==> config.mk <==
export PLATFORM = sky130hd
export DESIGN_NAME = uart_tx
export DESIGN_NICKNAME = d
export VERILOG_FILES = /design/src/rtl/uart_pkg.sv /design/src/rtl/uart_baud_cnt.sv /design/src/rtl/uart_tx.sv
export SDC_FILE = /design/constraint.sdc
export NUM_CORES = 1
export LEC_CHECK = 0
export CORE_ASPECT_RATIO = 0.7
export CORE_UTILIZATION = 44
export DETAILED_ROUTE_END_ITERATION = 8
export HOLD_SLACK_MARGIN = 0.15
export MAX_ROUTING_LAYER = met4
export PLACE_DENSITY = 0.68
export SLEW_MARGIN = 25
export SYNTH_ARGS = -nofsm -noshare
export SYNTH_HDL_FRONTEND = slang
export SYNTH_HIERARCHICAL = 1
export SYNTH_SLANG_ARGS = --single-unit
export TNS_END_PERCENT = 5
==> constraint.sdc <==
create_clock -name clk_i -period 1.9 [get_ports clk_i]
set_input_delay 0.38 -clock clk_i [delete_from_list [all_inputs] [get_ports clk_i]]
set_output_delay 0.38 -clock clk_i [all_outputs]
set_load 0.02 [all_outputs]
==> src/rtl/uart_pkg.sv <==
// Shared UART definitions: transmitter state encoding, parity helper and frame length.
package uart_pkg;

    typedef enum logic [2:0] {
        StIdle,
        StStart,
        StData,
        StParity,
        StStop
    } tx_state_e;

    function automatic logic parity_bit(input logic [7:0] data, input logic odd);
        return (^data) ^ odd;
    endfunction

    function automatic int unsigned frame_cycles(input int unsigned ticks,
                                                 input int unsigned parity_en,
                                                 input int unsigned stop_bits);
        return (9 + parity_en + stop_bits) * ticks;
    endfunction

endpackage

==> src/rtl/uart_baud_cnt.sv <==
// Bit-period counter: counts 0..TicksPerBaud-1 while enabled, flags the last tick.
// Combinational last_o from the registered count; clr_i holds the count at zero.
module uart_baud_cnt #(
    parameter int unsigned TicksPerBaud = 3
) (
    input  logic clk_i,
    input  logic rst_i,
    input  logic clr_i,
    input  logic en_i,
    output logic last_o
);

    localparam int unsigned      CntW   = $clog2(TicksPerBaud + 1);
    localparam logic [CntW-1:0]  CntMax = CntW'(TicksPerBaud - 1);

    logic [CntW-1:0] cnt_q;
    logic [CntW-1:0] cnt_d;

    assign last_o = (cnt_q == CntMax);

    always_comb begin
        cnt_d = cnt_q;
        if (clr_i) begin
            cnt_d = '0;
        end else if (en_i) begin
            cnt_d = last_o ? '0 : cnt_q + 1'b1;
        end
    end

    always_ff @(posedge clk_i) begin
        if (rst_i) begin
            cnt_q <= '0;
        end else begin
            cnt_q <= cnt_d;
        end
    end

endmodule

==> src/rtl/uart_tx.sv <==
// UART transmitter with one-entry holding register; line falls one cycle after a byte lands in hold.
// tx_ready_o drops while the hold is full; strobes offered then are dropped, not stalled.
module uart_tx
    import uart_pkg::*;
#(
    parameter int unsigned TicksPerBaud = 3,
    parameter bit          ParityEn     = 1'b0,
    parameter bit          ParityOdd    = 1'b0,
    parameter int unsigned StopBits     = 1
) (
    input  logic       clk_i,
    input  logic       rst_i,
    input  logic       tx_stb_i,
    input  logic [7:0] tx_data_i,
    output logic       tx_ready_o,
    output logic       tx_busy_o,
    output logic       uart_tx_no
);

    localparam logic StopLast = 1'(StopBits - 1);

    tx_state_e  state_q;
    logic [7:0] shift_q;
    logic [7:0] hold_q;
    logic       hold_valid_q;
    logic       hold_valid_d;
    logic [2:0] bit_idx_q;
    logic       stop_idx_q;
    logic       parity_q;
    logic       tx_q;
    logic       baud_last;
    logic       accept;
    logic       start_frame;

    uart_baud_cnt #(
        .TicksPerBaud(TicksPerBaud)
    ) u_baud (
        .clk_i (clk_i),
        .rst_i (rst_i),
        .clr_i (state_q == StIdle),
        .en_i  (1'b1),
        .last_o(baud_last)
    );

    assign accept = tx_stb_i && !hold_valid_q;

    // A pending byte is launched from idle, or chained straight out of the final stop tick.
    assign start_frame = hold_valid_q &&
                         ((state_q == StIdle) ||
                          (state_q == StStop && baud_last && stop_idx_q == StopLast));

    always_comb begin
        hold_valid_d = hold_valid_q;
        if (start_frame) begin
            hold_valid_d = 1'b0;
        end
        if (accept) begin
            hold_valid_d = 1'b1;
        end
    end

    always_ff @(posedge clk_i) begin
        if (rst_i) begin
            state_q      <= StIdle;
            shift_q      <= '0;
            hold_q       <= '0;
            hold_valid_q <= 1'b0;
            bit_idx_q    <= '0;
            stop_idx_q   <= 1'b0;
            parity_q     <= 1'b0;
            tx_q         <= 1'b1;
        end else begin
            hold_valid_q <= hold_valid_d;
            if (accept) begin
                hold_q <= tx_data_i;
            end
            if (start_frame) begin
                shift_q  <= hold_q;
                parity_q <= parity_bit(hold_q, ParityOdd);
                tx_q     <= 1'b0;
                state_q  <= StStart;
            end else begin
                unique case (state_q)
                    StIdle: begin
                        tx_q <= 1'b1;
                    end
                    StStart: begin
                        if (baud_last) begin
                            state_q   <= StData;
                            bit_idx_q <= '0;
                            tx_q      <= shift_q[0];
                        end
                    end
                    StData: begin
                        if (baud_last) begin
                            if (bit_idx_q == 3'd7) begin
                                if (ParityEn) begin
                                    state_q <= StParity;
                                    tx_q    <= parity_q;
                                end else begin
                                    state_q    <= StStop;
                                    stop_idx_q <= 1'b0;
                                    tx_q       <= 1'b1;
                                end
                            end else begin
                                bit_idx_q <= bit_idx_q + 3'd1;
                                tx_q      <= shift_q[bit_idx_q + 3'd1];
                            end
                        end
                    end
                    StParity: begin
                        if (baud_last) begin
                            state_q    <= StStop;
                            stop_idx_q <= 1'b0;
                            tx_q       <= 1'b1;
                        end
                    end
                    StStop: begin
                        if (baud_last) begin
                            if (stop_idx_q == StopLast) begin
                                state_q <= StIdle;
                            end else begin
                                stop_idx_q <= 1'b1;
                            end
                            tx_q <= 1'b1;
                        end
                    end
                    default: begin
                        state_q <= StIdle;
                        tx_q    <= 1'b1;
                    end
                endcase
            end
        end
    end

    assign tx_ready_o = !hold_valid_q;
    assign tx_busy_o  = (state_q != StIdle) || hold_valid_q;
    assign uart_tx_no = tx_q;

endmodule

==> flow_summary_export.csv, run 1 <==
group,metric,value,unit
floorplan,coreArea,0.00246,mm²
synth,syn_inst,128,
hold_path,hp-class,"flop to flop",
synth,yosys-top-cells-area,"dfxtp_1 (46%), mux2i_1 (7.9%), nand2_1 (6.6%)",
synth,yosysSeqAreaShare,45.7,%
pwr,p_leak,0.562,nW
worst_setup_path,worst_path_max_delay_cell,"or3b_4",
global_routing,grt_max_degree,16,
synth,synth_edf_count,0,
sta,setup_slack,0.0573,ns
worst_setup_path,slowest_delay,0.40,ns
worst_setup_path,critPathArrivalTime,2.05,ns
synth,ys_types,34,
sta,finalCriticalPeriod,1.84,ns
worst_setup_path,start_kind,"flop",
worst_setup_path,r2r-end,"bit_idx_q[0]",
worst_setup_path,worstSetupPathType,"flop to flop",
sta,finalCritPeriodShare,97.0,%
synth,synth_common_cells,"dfxtp_1 (26), nand2_1 (20), a21oi_1 (13), nor2_1 (13), mux2i_1 (9)",
worst_setup_path,crit_path_end_kind,"flop",
pwr,ir_worst_vdd,0.000746,V
route,vias,905,
worst_setup_path,path_cells,"ha_4 > ha_4 > or3b_4 > a21o_1 > or4_1 > a21oi_1",
worst_setup_path,rr_worst_depth,6,
floorplan,dieArea,0.00280,mm²
route,first_pass_iters,4,
placement,port_buffers,13,
worst_setup_path,crit_family,"simple AND/OR/NAND/NOR gates",
worst_setup_path,cp.required,2.10,ns
route,drc,0,
sta,hold_slack,0.454,ns
sta,tns,0,ns
clock_tree,clock_sinks,26,
clock_tree,htree_levels,1,
synth,synth_flop_cell,"dfxtp_1",
finish,utilization,59.6,%
worst_setup_path,crit_top_cell,"ha_4",
placement,dp_slack,0.0181,ns
synth,synth_top_area_share,45.7,%
floorplan,die_x,62.8,µm
pwr,power,1.17,mW
hold_path,hp-start,"hold_q[6]",
placement,post-place-cells,179,
global_routing,first_global_vias,825,
route,top_layer_used,"met4",
pwr,power_density,800,mW/mm²
sta,rsz0062_at_grt,"false",
synth,synth_seq_cells,26,
route,wl_met1,1140,µm
finish,antennaDiodeCount,0,
clock_tree,cts_tree,"yes",
floorplan,rows,15,
sta,report.final.slew_viol_count,0,
finish,design_area,0.00147,mm²
floorplan,die_y,44.6,µm
synth,avgSynthCellArea,8.90,µm²
sta,finalClockSkew,0.00437,ns
finish,nNetsFinal,163,
route,wire_per_inst,12.0,µm
placement,hpwlAfterDp,1630,µm
hold_path,hold_end,"shift_q[6]",
hold_path,min_delay_path_depth,2,
synth,netlist_area,0.00114,mm²
placement,place.gp.congestion,0.808,
route,via_per_inst,4.95,
worst_setup_path,r2r_start,"bit_idx_q[0]",
floorplan,start_util,46.3,%
route,drt_iter0_drc,21,
clock_tree,cts.path.max_buffers,2,
finish,nFillCells,227,
synth,yosysMostFrequentCell,"dfxtp_1",
clock_tree,cts-root-buf,"clkbuf_8",
route,drtAntennaViolNets,0,
worst_setup_path,worstPathMaxFanout,3,
route,route.met2.wl,963,µm
floorplan,io_pins,14,
global_routing,grt-ovfl-total,0,
worst_setup_path,crit_buf_inv,0,
outcome,status,"complete, no violations",
placement,detailed_place.area,0.00136,mm²
clock_tree,clkTransAtPathRegs,0.09,ns
clock_tree,ctsHoldBuffers,0,
global_routing,track_usage,18.2,%
sta,finalHoldViolCount,0,
synth,yosys.area.top_type,"dfxtp_1",
sta,max_freq,543,MHz
sta,setup-violations-final,0,
synth,yosysWarnings,6,
finish,final_cells,183,
finish,drive_above_1_share,16.1,%
clock_tree,cts_buffers,3,
synth,synthArstFlopShare,0,%
global_routing,grt_pass1_wl,3720,µm
route,routed_wl,2200,µm
worst_setup_path,rrSetupSlack,0.06,ns
global_routing,grt_antenna_before_repair,0,
job,drv_cap,0,
finish,area_delta_synth_final,28.8,%
clock_tree,clock_latency,0.27,ns
route,wl_met3,79,µm
worst_setup_path,setup.worst_path.start,"bit_idx_q[0]",
==> flip-flops by register name (all words and copies together) (netlist names) <==
register and count:
uart_tx_no 1, bit_idx_q 3, state_q 3, hold_valid_q 1, shift_q 8, u_baud/cnt_q 2
hold_q 8
==> tightest hold or removal path, delay by kind of cell (launching register included) <==
family / cells / cell delay, ns
compound gates: 1 / 0.05
flops: 1 / 0.32
simple gates: 1 / 0.05
==> cell families (layout without fill, tap and decap cells) <==
logic type | Yosys count | count (layout) | share of synthesized area, %
buffers and inverters | 10 | 28 | 3.41
AO/OA/AOI/OAI | 22 | 22 | 12.1
multiplexers | 11 | 11 | 11.9
XOR/XNOR | 1 | 1 | 0.769
adder cells (fa/ha/maj) | 2 | 2 | 2.20
AND/OR/NAND/NOR | 55 | 55 | 23.6
other | 1 | 4 | 0.329
flip-flops | 26 | 26 | 45.7
==> how the worst max path moves through the flow <==
stage	end	slack, ns	cells past startpoint
2_1_floorplan	bit_idx_q[0]	0.05	6
3_3_place_gp	bit_idx_q[0]	0.08	6
3_5_place_dp	bit_idx_q[0]	0.02	6
4_1_cts	tx_busy_o	0.003	3
5_1_grt	bit_idx_q[0]	0.01	6
6_report	bit_idx_q[0]	0.06	6
==> cell usage in the layout (no fill, tap or decap), drive strengths merged <==
cell and n:
a211oi 2, a21o 1, a21oi 13, a2bb2oi 1, a32oi 1, and2 1
and3 1, and3b 1, buf 8, bufinv 1, clkbuf 3, clkdlybuf4s50 12
conb 4, dfxtp 26, dlymetal6s2s 1, ha 2, inv 3, mux2i 9
mux4 2, nand2 20, nand2b 5, nand3 2, nand3b 1, nor2 13
nor2b 2, nor3 3, nor3b 1, nor4 1, o21ai 2, o31ai 1
o32a 1, or2b 1, or3b 2, or4 1, xor2 1
==> routing by layer <==
| metal | track usage, % | vias to the layer above |
|---|---|---|
| met5 | - | - |
| met4 | 4.19 | 0 |
| met3 | 5.41 | 2 |
| met2 | 28.7 | 20 |
| met1 | 23.2 | 403 |
| li1 | - | 480 |
==> report_power, final <==
part / leakage (nW) / switching (mW) / internal [mW]
sequential: 0.214 / 0.0131 / 0.567
clock: 0.0357 / 0.173 / 0.282
combinational: 0.313 / 0.0689 / 0.0687
total: 0.562 / 0.255 / 0.917
==> cell type report <==
cell class	count	area, µm²	share of cell area, %
clock inverters	1	30.0	2.05
multi-input cells	95	623	42.5
flip-flops and latches	26	526	35.8
clock buffers	3	41.3	2.82
well taps	34	42.5	2.90
repair buffers	21	193	13.1
inverters	3	11.3	0.768
==> timing repair <==
action | 4_1_cts | 5_1_grt
resized for setup | 2 | 7
hold endpoints to repair | 0 | 0
setup endpoints to repair | 2 | 2
buffers inserted | 0 | 0
pin swaps | 0 | 2
Power figures use the tool's default switching activity.
==> run 2: changes to the inputs <==
--- a/config.mk
+++ b/config.mk
@@ -5,12 +5,13 @@
 export SDC_FILE = /design/constraint.sdc
 export NUM_CORES = 1
 export LEC_CHECK = 0
+export ABC_AREA = 0
 export CORE_ASPECT_RATIO = 0.7
 export CORE_UTILIZATION = 44
 export DETAILED_ROUTE_END_ITERATION = 8
 export HOLD_SLACK_MARGIN = 0.15
 export MAX_ROUTING_LAYER = met4
-export PLACE_DENSITY = 0.68
+export PLACE_DENSITY = 0.66
 export SLEW_MARGIN = 25
 export SYNTH_ARGS = -nofsm -noshare
 export SYNTH_HDL_FRONTEND = slang
==> constraint.sdc (replaced) <==
create_clock -name clk_i -period 2.23 [get_ports clk_i]
set_input_delay 0.446 -clock clk_i [delete_from_list [all_inputs] [get_ports clk_i]]
set_output_delay 0.446 -clock clk_i [all_outputs]
set_load 0.02 [all_outputs]
==> flow_summary_export.csv, run 2 (synthesis results as in run 1) <==
group,metric,value,unit
route,drtAntennaViolNets,0,
clock_tree,cts.path.max_buffers,2,
finish,top_regs,"hold_q (8), shift_q (8)",
route,routed_wl,2290,µm
job,drv_cap,0,
pwr,ir_worst_vdd,0.000414,V
worst_setup_path,critPathArrivalTime,1.63,ns
floorplan,die_y,44.6,µm
sta,finalCritPeriodShare,93.2,%
global_routing,track_usage,18.5,%
finish,final_cells,178,
finish,drive_above_1_share,8.33,%
global_routing,grt-ovfl-total,0,
placement,dp_slack,0.191,ns
hold_path,hp-class,"flop to flop",
clock_tree,htree_levels,1,
pwr,power_density,719,mW/mm²
clock_tree,clock_latency,0.27,ns
sta,max_freq,481,MHz
placement,place.gp.congestion,0.792,
sta,rsz0062_at_grt,"false",
floorplan,coreArea,0.00246,mm²
worst_setup_path,crit_path_end_kind,"output pin",
route,via_per_inst,5.01,
floorplan,die_x,62.8,µm
route,drc,0,
worst_setup_path,cp.required,1.78,ns
floorplan,io_pins,14,
placement,port_buffers,13,
finish,layout_common_cells,"dfxtp_1 (26), nand2_1 (20), nor2_1 (13), a21oi_1 (13), clkdlybuf4s50_1 (13)",
clock_tree,clkTransAtPathRegs,0.09,ns
floorplan,dieArea,0.00280,mm²
clock_tree,cts_buffers,3,
sta,finalCriticalPeriod,2.08,ns
finish,antennaDiodeCount,0,
sta,finalHoldViolCount,0,
floorplan,start_util,46.3,%
placement,post-place-cells,174,
finish,utilization,56.7,%
floorplan,rows,15,
sta,report.final.slew_viol_count,0,
clock_tree,clock_sinks,26,
clock_tree,cts_tree,"yes",
route,wire_per_inst,12.9,µm
finish,area_delta_synth_final,22.4,%
finish,nNetsFinal,158,
outcome,status,"complete, no violations",
global_routing,grt_pass1_wl,3780,µm
route,first_pass_iters,4,
global_routing,grt_antenna_before_repair,0,
worst_setup_path,worstPathMaxFanout,9,
global_routing,first_global_vias,857,
sta,tns,0,ns
sta,setup-violations-final,0,
sta,finalClockSkew,0.00281,ns
global_routing,grt_max_degree,16,
worst_setup_path,start_kind,"flop",
clock_tree,postCtsSetupBuffers,0,
worst_setup_path,worstSetupPathType,"flop to output pin",
sta,setup_slack,0.152,ns
route,vias,891,
route,drt_iter0_drc,13,
clock_tree,ctsHoldBuffers,0,
placement,hpwlAfterDp,1670,µm
sta,hold_slack,0.460,ns
pwr,p_leak,0.527,nW
finish,final_common_cell,"dfxtp_1",
clock_tree,cts-root-buf,"clkbuf_8",
run 2: final timing paths:
path / start / endpoint / slack, ns / depth (start not counted)
setup / recovery: state_q[0] / tx_busy_o / 0.15 / 3
hold / removal: hold_q[1] / shift_q[1] / 0.46 / 2
setup reg to reg: bit_idx_q[0] / bit_idx_q[0] / 0.16 / 6
hold reg to reg: hold_q[1] / shift_q[1] / 0.46 / 2
run 2: timing repair:
action                                  CTS  global route
endpoints found under the setup margin    0             1
gates resized for setup                   0             1
hold endpoints to repair                  0             0
run 2: per-stage QoR:
stage                     area (µm²)  power, mW
after global placement          1320      0.616
after global routing            1390       1.04
after detailed placement        1320      0.620
final                           1390       1.00
after floorplan                 1150      0.573
after CTS                       1390       1.01
run 2: power by group:
part	total [mW]	internal, mW	switching (mW)
clock network	0.394	0.240	0.154
logic	0.111	0.0547	0.0559
registers	0.498	0.483	0.0146
total	1.00	0.778	0.224
run 2: critical path: stages, from the launching register on:
cell and delay (ns):
dfxtp_1 0.41, nor3_2 0.33, nand2_1 0.08, clkdlybuf4s50_1 0.54
run 2: layout make-up:
type | instances | area [µm²]
fill | 236 | 1060
multi-input combinational | 95 | 596
sequential | 26 | 520
timing repair buffer | 16 | 153
tap | 34 | 42.5
clock buffer | 3 | 41.3
clock inverter | 1 | 30.0
inverter | 3 | 11.3
run 2: per-layer routing:
metal  track usage [%]  share of wire (%)  vias to the layer above
met5                 -                  0                        -
met2              29.3                 45                       13
met3              4.64                3.5                        5
met1              22.5                 50                      405
li1                  -                  -                      468
met4              8.37                1.2                        0
==> run 3: changes to the inputs <==
--- a/config.mk
+++ b/config.mk
@@ -6,15 +6,16 @@
 export NUM_CORES = 1
 export LEC_CHECK = 0
 export ABC_AREA = 0
+export CAP_MARGIN = 15
 export CORE_ASPECT_RATIO = 0.7
+export CORE_MARGIN = 5
 export CORE_UTILIZATION = 44
 export DETAILED_ROUTE_END_ITERATION = 8
 export HOLD_SLACK_MARGIN = 0.15
 export MAX_ROUTING_LAYER = met4
-export PLACE_DENSITY = 0.66
+export PLACE_DENSITY = 0.65
 export SLEW_MARGIN = 25
 export SYNTH_ARGS = -nofsm -noshare
 export SYNTH_HDL_FRONTEND = slang
-export SYNTH_HIERARCHICAL = 1
 export SYNTH_SLANG_ARGS = --single-unit
 export TNS_END_PERCENT = 5
==> flow_summary_export.csv, run 3 <==
group,metric,value,unit
outcome,status,"complete, no violations",
finish,design_area,0.00143,mm²
finish,drive_above_1_share,10.4,%
global_routing,use_met2,18.3,%
synth,ys_types,29,
route,wire_per_inst,12.1,µm
pwr,ir_worst_vdd,0.000433,V
sta,finalClockSkew,0.00196,ns
synth,syn_inst,133,
clock_tree,cts-root-buf,"clkbuf_8",
worst_setup_path,worstPathMaxFanout,11,
global_routing,grt_pass1_wl,3600,µm
synth,synth_simple_gate_area_share,24.6,%
finish,area_delta_synth_final,17.4,%
finish,top_regs,"hold_q (8), shift_q (8)",
floorplan,die_y,54.0,µm
synth,synth_seq_cells,26,
sta,max_freq,480,MHz
route,vias,911,
synth,yosysWarnings,0,
synth,synth_edf_count,0,
worst_setup_path,path_cells,"nor3_2 > nand2_1 > clkdlybuf4s50_1",
global_routing,track_usage,12.5,%
clock_tree,htree_levels,1,
finish,antennaDiodeCount,0,
synth,netlist_area,0.00122,mm²
pwr,p_leak,0.528,nW
synth,synthAdderAreaFrac,3.09,%
worst_setup_path,slowest_delay,0.60,ns
route,drc,0,
synth,synth_xor_area_share,0.720,%
pwr,power,1.01,mW
synth,synth.area.mux_share,11.8,%
global_routing,grtUsageMet1,16.1,%
route,first_pass_iters,4,
synth,synthArstFlopShare,0,%
sta,finalCriticalPeriod,2.08,ns
worst_setup_path,critPathArrivalTime,1.64,ns
placement,port_buffers,13,
clock_tree,clkTransAtPathRegs,0.09,ns
pwr,power_density,706,mW/mm²
worst_setup_path,worst_path_max_delay_cell,"clkdlybuf4s50_1",
finish,utilization,52.4,%
sta,setup-violations-final,0,
global_routing,first_global_vias,759,
synth,avgSynthCellArea,9.14,µm²
sta,hold_slack,0.423,ns
synth,synth_top_area_share,42.8,%
worst_setup_path,cp.required,1.78,ns
worst_setup_path,crit_path_end_kind,"output pin",
sta,finalHoldViolCount,0,
route,routed_wl,2170,µm
global_routing,gr-max-usage-layer,"met2",
clock_tree,cts_buffers,3,
synth,synth_common_cells,"dfxtp_1 (26), nand2_1 (18), nor2_1 (18)",
synth,syn-num-nets,147,
placement,place.gp.congestion,0.787,
synth,synth_compound_area_share,11.2,%
sta,report.final.slew_viol_count,0,
placement,detailed_place.area,0.00135,mm²
sta,rsz0062_at_grt,"false",
sta,max-slew-margin-rel,71.7,%
job,drv_cap,0,
route,drt_iter0_drc,33,
sta,worstMarginPinSlew,0.423,ns
global_routing,grt_max_degree,18,
synth,synth_top_family_by_area,"simple AND/OR/NAND/NOR gates",
clock_tree,cts.path.max_buffers,2,
route,drtAntennaViolNets,0,
synth,yosysSeqAreaShare,42.8,%
worst_setup_path,start_kind,"flop",
floorplan,die_x,72.8,µm
clock_tree,clock_sinks,26,
finish,final_common_cell,"dfxtp_1",
synth,yosys.area.top_type,"dfxtp_1",
clock_tree,clock_latency,0.27,ns
clock_tree,cts_tree,"yes",
floorplan,start_util,44.7,%
floorplan,dieArea,0.00393,mm²
route,via_per_inst,5.06,
worst_setup_path,worstSetupPathType,"flop to output pin",
finish,layout_common_cells,"dfxtp_1 (26), nand2_1 (18), nor2_1 (18), clkdlybuf4s50_1 (13)",
sta,tns,0,ns
worst_setup_path,rrSetupSlack,0.63,ns
global_routing,grt-ovfl-total,0,
sta,finalCritPeriodShare,93.5,%
floorplan,coreArea,0.00272,mm²
synth,yosys-top-cells-area,"dfxtp_1 (43%), mux2i_1 (9.1%), nand2_1 (5.6%)",
synth,yosysMostFrequentCell,"dfxtp_1",
synth,synth_flop_cell,"dfxtp_1",
hold_path,hp-class,"flop to flop",
global_routing,grt_use_met3,3.92,%
floorplan,io_pins,14,
placement,hpwlAfterDp,1590,µm
floorplan,rows,16,
global_routing,grt_antenna_before_repair,0,
finish,nNetsFinal,159,
## run 3: cell count changes in the layout (fill, tap and decap cells not counted), sizes merged, moves of 3 or more
cell	previous run	this run
nor2	13	19
a22oi	0	4
conb	4	0
nor2b	2	5
## run 3: routing by layer
layer / vias up / part of all wire, % / wire (µm)
met5: - / 0 / 0
met4: 0 / 1.4 / 31
met2: 20 / 44 / 955
met1: 409 / 50 / 1080
li1: 478 / - / -
met3: 4 / 4.8 / 104
## run 3: critical path, delay by kind of cell (launching register included)
| kind | cells | cell delay, ns |
|---|---|---|
| and+or+nand+nor | 2 | 0.18 |
| DFF | 1 | 0.59 |
| buffers and inverters | 1 | 0.60 |
## run 3: report_power, final
group          switching [mW]  internal (mW)
Sequential             0.0114          0.484
Clock                   0.144          0.240
Combinational          0.0651         0.0637
Total                   0.221          0.788
## run 3: logic make-up after synthesis
group / count (synthesis)
AND/OR/NAND/NOR: 58
adder cells (fa/ha/maj): 3
multiplexers: 13
flip-flops: 26
buffers and inverters: 11
AO/OA/AOI/OAI: 21
XOR/XNOR: 1
## run 3: path summary, 6_finish.rpt
kind	startpoint	end	depth (start not counted)
max reg2reg	bit_idx_q[0]	bit_idx_q[1]	6
min	u_baud.cnt_q[0]	u_baud.cnt_q[0]	1
max	state_q[1]	tx_busy_o	3
min reg2reg	u_baud.cnt_q[0]	u_baud.cnt_q[0]	1
## run 3: timing repair
item                                    CTS  global route
buffers inserted                          0             0
endpoints found under the setup margin    0             1
gates resized for setup                   0             1
hold buffers                              0             0
## run 3: per-stage QoR
step | worst slack [ns] | cells
3_3_place_gp | 0.451 | 176
4_1_cts | 0.109 | 180
6_report | 0.146 | 180
2_1_floorplan | 0.801 | 133
5_1_grt | 0.0602 | 180
3_5_place_dp | 0.412 | 176
## run 3: final cells by class
cell class,count,area [µm²]
clock buffers,3,41.3
fillers,269,1290
multi-input cells,96,631
repair buffers,16,153
well taps,36,45.0
inverters,2,7.51
clock inverters,1,30.0
flip-flops and latches,26,520
